`src/rtl/cadence_pkg.sv`:
```
// cadence_pkg
//   Shared types and constants for the cadence measurement path.
//   - cad_state_t : measurement FSM states
//   - CAD_PER_MAX : saturated / "stopped" period value
//   - PSH_FAST / PSH_SLOW : prescaler tick exponents (tick every 2^PSH clk)
package cadence_pkg;

  typedef enum logic [1:0] {
    IDLE = 2'd0,
    ARM  = 2'd1,
    RUN  = 2'd2
  } cad_state_t;

  localparam logic [7:0] CAD_PER_MAX = 8'hFF;
  localparam int         PSH_FAST    = 8;
  localparam int         PSH_SLOW    = 16;

  // Tick exponent for a given speed selection.
  function automatic int psh_for(input logic fast_sim);
    return fast_sim ? PSH_FAST : PSH_SLOW;
  endfunction

endpackage

```
`src/rtl/cadence_prescale.sv`:
```
// cadence_prescale
//   16-bit free-running prescaler with synchronous clear. tick is high for
//   the one cycle in which the low PSH bits of the counter are all ones.
// Ports:
//   clk  : system clock
//   rst  : synchronous active-high reset (counter -> 0)
//   clr  : synchronous clear (counter -> 0 on the next edge)
//   tick : prescaled tick, decoded from the current counter value
module cadence_prescale #(
  parameter int PSH = 8
) (
  input  logic clk,
  input  logic rst,
  input  logic clr,
  output logic tick
);

  logic [15:0] cnt_q;
  logic [15:0] cnt_d;

  always_comb begin
    cnt_d = cnt_q + 16'd1;
    if (clr) begin
      cnt_d = 16'd0;
    end
  end

  always_ff @(posedge clk) begin
    if (rst) begin
      cnt_q <= 16'd0;
    end else begin
      cnt_q <= cnt_d;
    end
  end

  assign tick = &cnt_q[PSH-1:0];

endmodule

```
`src/rtl/cadence_meas.sv`:
```
// cadence_meas
//   Measures the crank period between accepted cadence rises in prescaled
//   ticks and publishes it with a one-cycle strobe. Flags not_pedaling while
//   no periodic cadence is present (before two accepted edges, or after a
//   full saturated tick count passes without an edge).
// Ports:
//   clk          : system clock
//   rst          : synchronous active-high reset
//   cadence_rise : one-clk pulse per filtered cadence rising edge
//   cadence_per  : last measured period in ticks, 8'hFF = stopped/unknown
//   per_vld      : one-clk strobe when cadence_per takes a new measurement
//   not_pedaling : high while no valid periodic cadence is present
module cadence_meas
  import cadence_pkg::*;
#(
  parameter logic       FAST_SIM = 1'b1,
  parameter logic [7:0] MIN_PER  = 8'd2
) (
  input  logic       clk,
  input  logic       rst,
  input  logic       cadence_rise,
  output logic [7:0] cadence_per,
  output logic       per_vld,
  output logic       not_pedaling
);

  localparam int PSH = psh_for(FAST_SIM);

  cad_state_t state_q, state_d;
  logic [7:0] tick_cnt_q, tick_cnt_d;
  logic [7:0] per_q, per_d;
  logic       vld_q, vld_d;
  logic       np_q, np_d;

  logic tick;
  logic rise_ok;
  logic timeout;
  logic pre_clr;

  // Prescaler is held at zero in IDLE so the first measured period starts
  // cleanly from the accepted edge; it also restarts on every accepted edge.
  assign pre_clr = (state_q == IDLE) || rise_ok;

  cadence_prescale #(
    .PSH (PSH)
  ) u_prescale (
    .clk  (clk),
    .rst  (rst),
    .clr  (pre_clr),
    .tick (tick)
  );

  // In IDLE any edge starts a measurement; otherwise edges closer than
  // MIN_PER ticks are treated as glitches and leave the counters running.
  assign rise_ok = cadence_rise && ((state_q == IDLE) || (tick_cnt_q >= MIN_PER));
  assign timeout = (state_q != IDLE) && (tick_cnt_q == CAD_PER_MAX) && tick;

  always_comb begin
    state_d    = state_q;
    tick_cnt_d = tick_cnt_q;
    per_d      = per_q;
    vld_d      = 1'b0;
    np_d       = np_q;

    if (tick && (tick_cnt_q != CAD_PER_MAX)) begin
      tick_cnt_d = tick_cnt_q + 8'd1;
    end

    unique case (state_q)
      IDLE: begin
        tick_cnt_d = 8'd0;
        np_d       = 1'b1;
        if (rise_ok) begin
          state_d = ARM;
        end
      end
      ARM, RUN: begin
        // Checked before timeout so a coincident edge wins and captures the
        // pre-clear count (8'hFF in the coincident-timeout case).
        if (rise_ok) begin
          state_d    = RUN;
          per_d      = tick_cnt_q;
          vld_d      = 1'b1;
          np_d       = 1'b0;
          tick_cnt_d = 8'd0;
        end else if (timeout) begin
          state_d = IDLE;
          per_d   = CAD_PER_MAX;
          np_d    = 1'b1;
        end
      end
      default: begin
        state_d = IDLE;
      end
    endcase
  end

  always_ff @(posedge clk) begin
    if (rst) begin
      state_q    <= IDLE;
      tick_cnt_q <= 8'd0;
      per_q      <= CAD_PER_MAX;
      vld_q      <= 1'b0;
      np_q       <= 1'b1;
    end else begin
      state_q    <= state_d;
      tick_cnt_q <= tick_cnt_d;
      per_q      <= per_d;
      vld_q      <= vld_d;
      np_q       <= np_d;
    end
  end

  assign cadence_per  = per_q;
  assign per_vld      = vld_q;
  assign not_pedaling = np_q;

endmodule

```
`config.mk`:
```
export PLATFORM = sky130hd
export DESIGN_NAME = cadence_meas
export DESIGN_NICKNAME = d
export VERILOG_FILES = /design/src/rtl/cadence_pkg.sv /design/src/rtl/cadence_prescale.sv /design/src/rtl/cadence_meas.sv
export SDC_FILE = /design/constraint.sdc
export NUM_CORES = 1
export LEC_CHECK = 0
export ABC_CLOCK_PERIOD_IN_PS = 1900
export CAP_MARGIN = 40
export CORE_MARGIN = 1
export CORE_UTILIZATION = 55
export DETAILED_ROUTE_END_ITERATION = 8
export PLACE_DENSITY = 0.82
export SLEW_MARGIN = 0
export SYNTH_ARGS = -nofsm -noshare
export SYNTH_HDL_FRONTEND = slang
export SYNTH_SLANG_ARGS = --single-unit
```
`constraint.sdc`:
```
create_clock -name clk -period 1.9 [get_ports clk]
set_input_delay 0.57 -clock clk [delete_from_list [all_inputs] [get_ports clk]]
set_output_delay 0.57 -clock clk [all_outputs]
set_load 0.05 [all_outputs]
```
==> qor.txt <==
via count: 1,198
hpwl dp: 1.97 mm
WHS: 0.528 ns
static leakage power: 0.575 nW
max_cap viols: 0
Area Growth Syn to Fin: 19.8%
initial core utilization: 0.590
pwr/cell area: 828 nW/um2
initial antenna violation count: 0
H-tree depth: 1
# diodes: 0
routability cong.: 0.857
synth warn: 0
Remaining DRCs: 0
Top FF cell, synth: dfxtp_1
Int Power: 936 uW
clk_skew: 0.0104 ns
Netlist cell types: 38
WHS Path Cells: 2
Die Y: 50.9 um
Seq cells post-synth: 28
Clock transition at path regs: 0.15 ns
worst min path class: flop to flop
CP Max Fanout: 10
hold path startpoint: state_q[1]
vias in the first global route: 1,108
nets: 183
Net Sw Frac: 0.284
VDD IR max: 0.456 mV
count of input and output buffers: 12
Worst Hold End: state_q[1]
Fillers: 171
CP arrival: 2.07 ns
Setup crit end kind: flop
final instance area: 1580 um2
DR iter-0 viols: 34
Finished Layout Cells: 202
startpoint types: flop
largest net degree at the start of global routing: 19
All-Layer GR Usage: 0.231
num ports: 13
Required @ worst endpoint: 2.16 ns
Inserted Clock Buffers: 3
clock latency at the later pin of the worst-skew pair: 0.33 ns
asr flop ratio synth: 0
Post-DRT Antenna Nets: 0
post-synthesis net count: 160
Min Clock Period, post-route: 1.80 ns
Reg2Reg Depth: 6
switching pwr: 371 uW
mapped cell area: 1320 um2
Syn Area/Cell: 8.67 um2
first-pass GRT wire length: 4.59 mm
status: complete, no violations
DR pass1 iterations: 4
Fmax: 554 MHz
Die Area: 2600 um2
largest cells by area after synthesis: dfxtp_1 43%, nor2_1 8.0%, ha_1 4.7%, a21oi_1 3.4%, a22oi_1 3.4%
Wirelength per Cell: 13.6 um
worst r2r dst: tick_cnt_q[3]
Flop pwr share: 0.487
most frequent cells in the layout: 28 x nor2_1, 28 x dfxtp_1, 24 x buf_4
post-synth top area share: 0.425
Die W: 50.9 um
area of placed instances: 1510 um2
worst-margin pin slew: 0.420 ns
Vias/cell: 5.93
layout cells sized above 1: 0.213
Clk Tree Root Cell: clkbuf_4
max-slew violation total from the final report: 0
worst rel slew slack: 0.720
sequential share of the synthesized area: 0.425
# clock sinks: 28
clk buf depth: 2
Setup Viol. Count Final: 0
dpl cells: 197
top cell type by total area after synthesis: dfxtp_1
CTS tree: done
FF-to-FF Start: tick_cnt_q[0]
final setup margin: 0.0961 ns
crit path kind: flop to flop
total gr overflow: 0
reg2reg setup slack: 0.1 ns
Mapped Cells: 152
routed wire length: 2.75 mm
Place WS: -0.0343 ns
Post-CTS Hold Fix Bufs: 0
Post-synth EDFFs: 0
Combinational Power Share: 0.219
Core Rows: 17
core outline area: 2230 um2
clock share of power: 0.294
Tcrit/Tclk final: 0.949
Hold Vio Cnt, Final: 0
-- layer usage --
layer,wire [um],GRT usage,up-vias
met5,0,0,-
met3,128,0.0327,4
met4,29,0.102,0
li1,-,-,590
met2,1400,0.430,42
met1,1190,0.256,562
-- power groups by stage --
| stage | logic (mW) | clock network (mW) | registers, mW |
|---|---|---|---|
| after floorplan | 0.102 | 0 | 0.739 |
| after global placement | 0.267 | 0 | 0.649 |
| after detailed placement | 0.275 | 0 | 0.650 |
| after CTS | 0.276 | 0.392 | 0.637 |
| after global routing | 0.306 | 0.409 | 0.641 |
| final | 0.287 | 0.384 | 0.636 |
-- per-stage QoR --
| stage | util | setup TNS [ns] | power, mW |
|---|---|---|---|
| after floorplan | - | 0 | 0.841 |
| after global placement | 0.674 | 0 | 0.915 |
| after detailed placement | 0.674 | -0.177 | 0.926 |
| after CTS | 0.697 | 0 | 1.31 |
| after global routing | 0.706 | -0.00489 | 1.36 |
| final | 0.706 | 0 | 1.31 |
-- worst max path at each step --
stage,end,slack (ns),cells past startpoint,startpoint
finish,tick_cnt_q[3],0.1,6,tick_cnt_q[0]
global route,state_q[1],-0.005,6,state_q[0]
CTS,tick_cnt_q[3],0.03,5,u_prescale.cnt_q[1]
detailed placement,tick_cnt_q[3],-0.03,6,cadence_rise
global placement,tick_cnt_q[5],0.04,6,cadence_rise
floorplan,tick_cnt_q[5],0.23,7,u_prescale.cnt_q[0]
-- layout make-up --
| cell class | instances | area, um2 | area share |
|---|---|---|---|
| clock inverter | 1 | 30.0 | 0.0190 |
| timing repair buffer | 26 | 200 | 0.127 |
| multi-input combinational | 108 | 699 | 0.443 |
| sequential | 28 | 561 | 0.355 |
| clock buffer | 3 | 22.5 | 0.0143 |
| inverter | 8 | 30.0 | 0.0190 |
| tap | 28 | 35.0 | 0.0222 |
-- critical path, stage by stage, from the launching register on --
cell and delay (ns):
dfxtp_1 0.39, ha_1 0.25, nand4_1 0.16, nor2_1 0.08, buf_4 0.16, or4_1 0.51, a21oi_1 0.19
-- cell usage after synthesis (2+ instances only) --
master	instances
a21oi_1	9
a22oi_1	6
a31oi_1	2
a32oi_1	2
buf_2	2
clkbuf_1	5
dfxtp_1	28
ha_1	5
inv_1	8
nand2_1	5
nand3_1	8
nand4_1	3
nor2_1	28
o21ai_0	2
o31ai_1	4
o41ai_1	4
or3_1	3
or4_1	4
xor2_1	5
-- logic make-up (layout without fill, tap and decap cells) --
family	count (synthesis)	in the layout	synth area share
XOR/XNOR	6	6	0.0399
buffers and inverters	16	38	0.0532
AND/OR/NAND/NOR	64	64	0.259
multiplexers	1	1	0.00760
adder cells (fa/ha/maj)	5	5	0.0475
flip-flops	28	28	0.425
AO/OA/AOI/OAI	32	32	0.167
-- sequential cells by signal, summed over array words and instances, names as in the netlist --
register	count
state_q	2
not_pedaling	1
cadence_per	8
tick_cnt_q	8
per_vld	1
u_prescale.cnt_q	8
-- repair_timing --
action,in CTS,in global routing
buffers inserted,0,1
endpoints found under the setup margin,0,19
resized for setup,0,3
No activity file was read; power rests on OpenSTA's default activity.
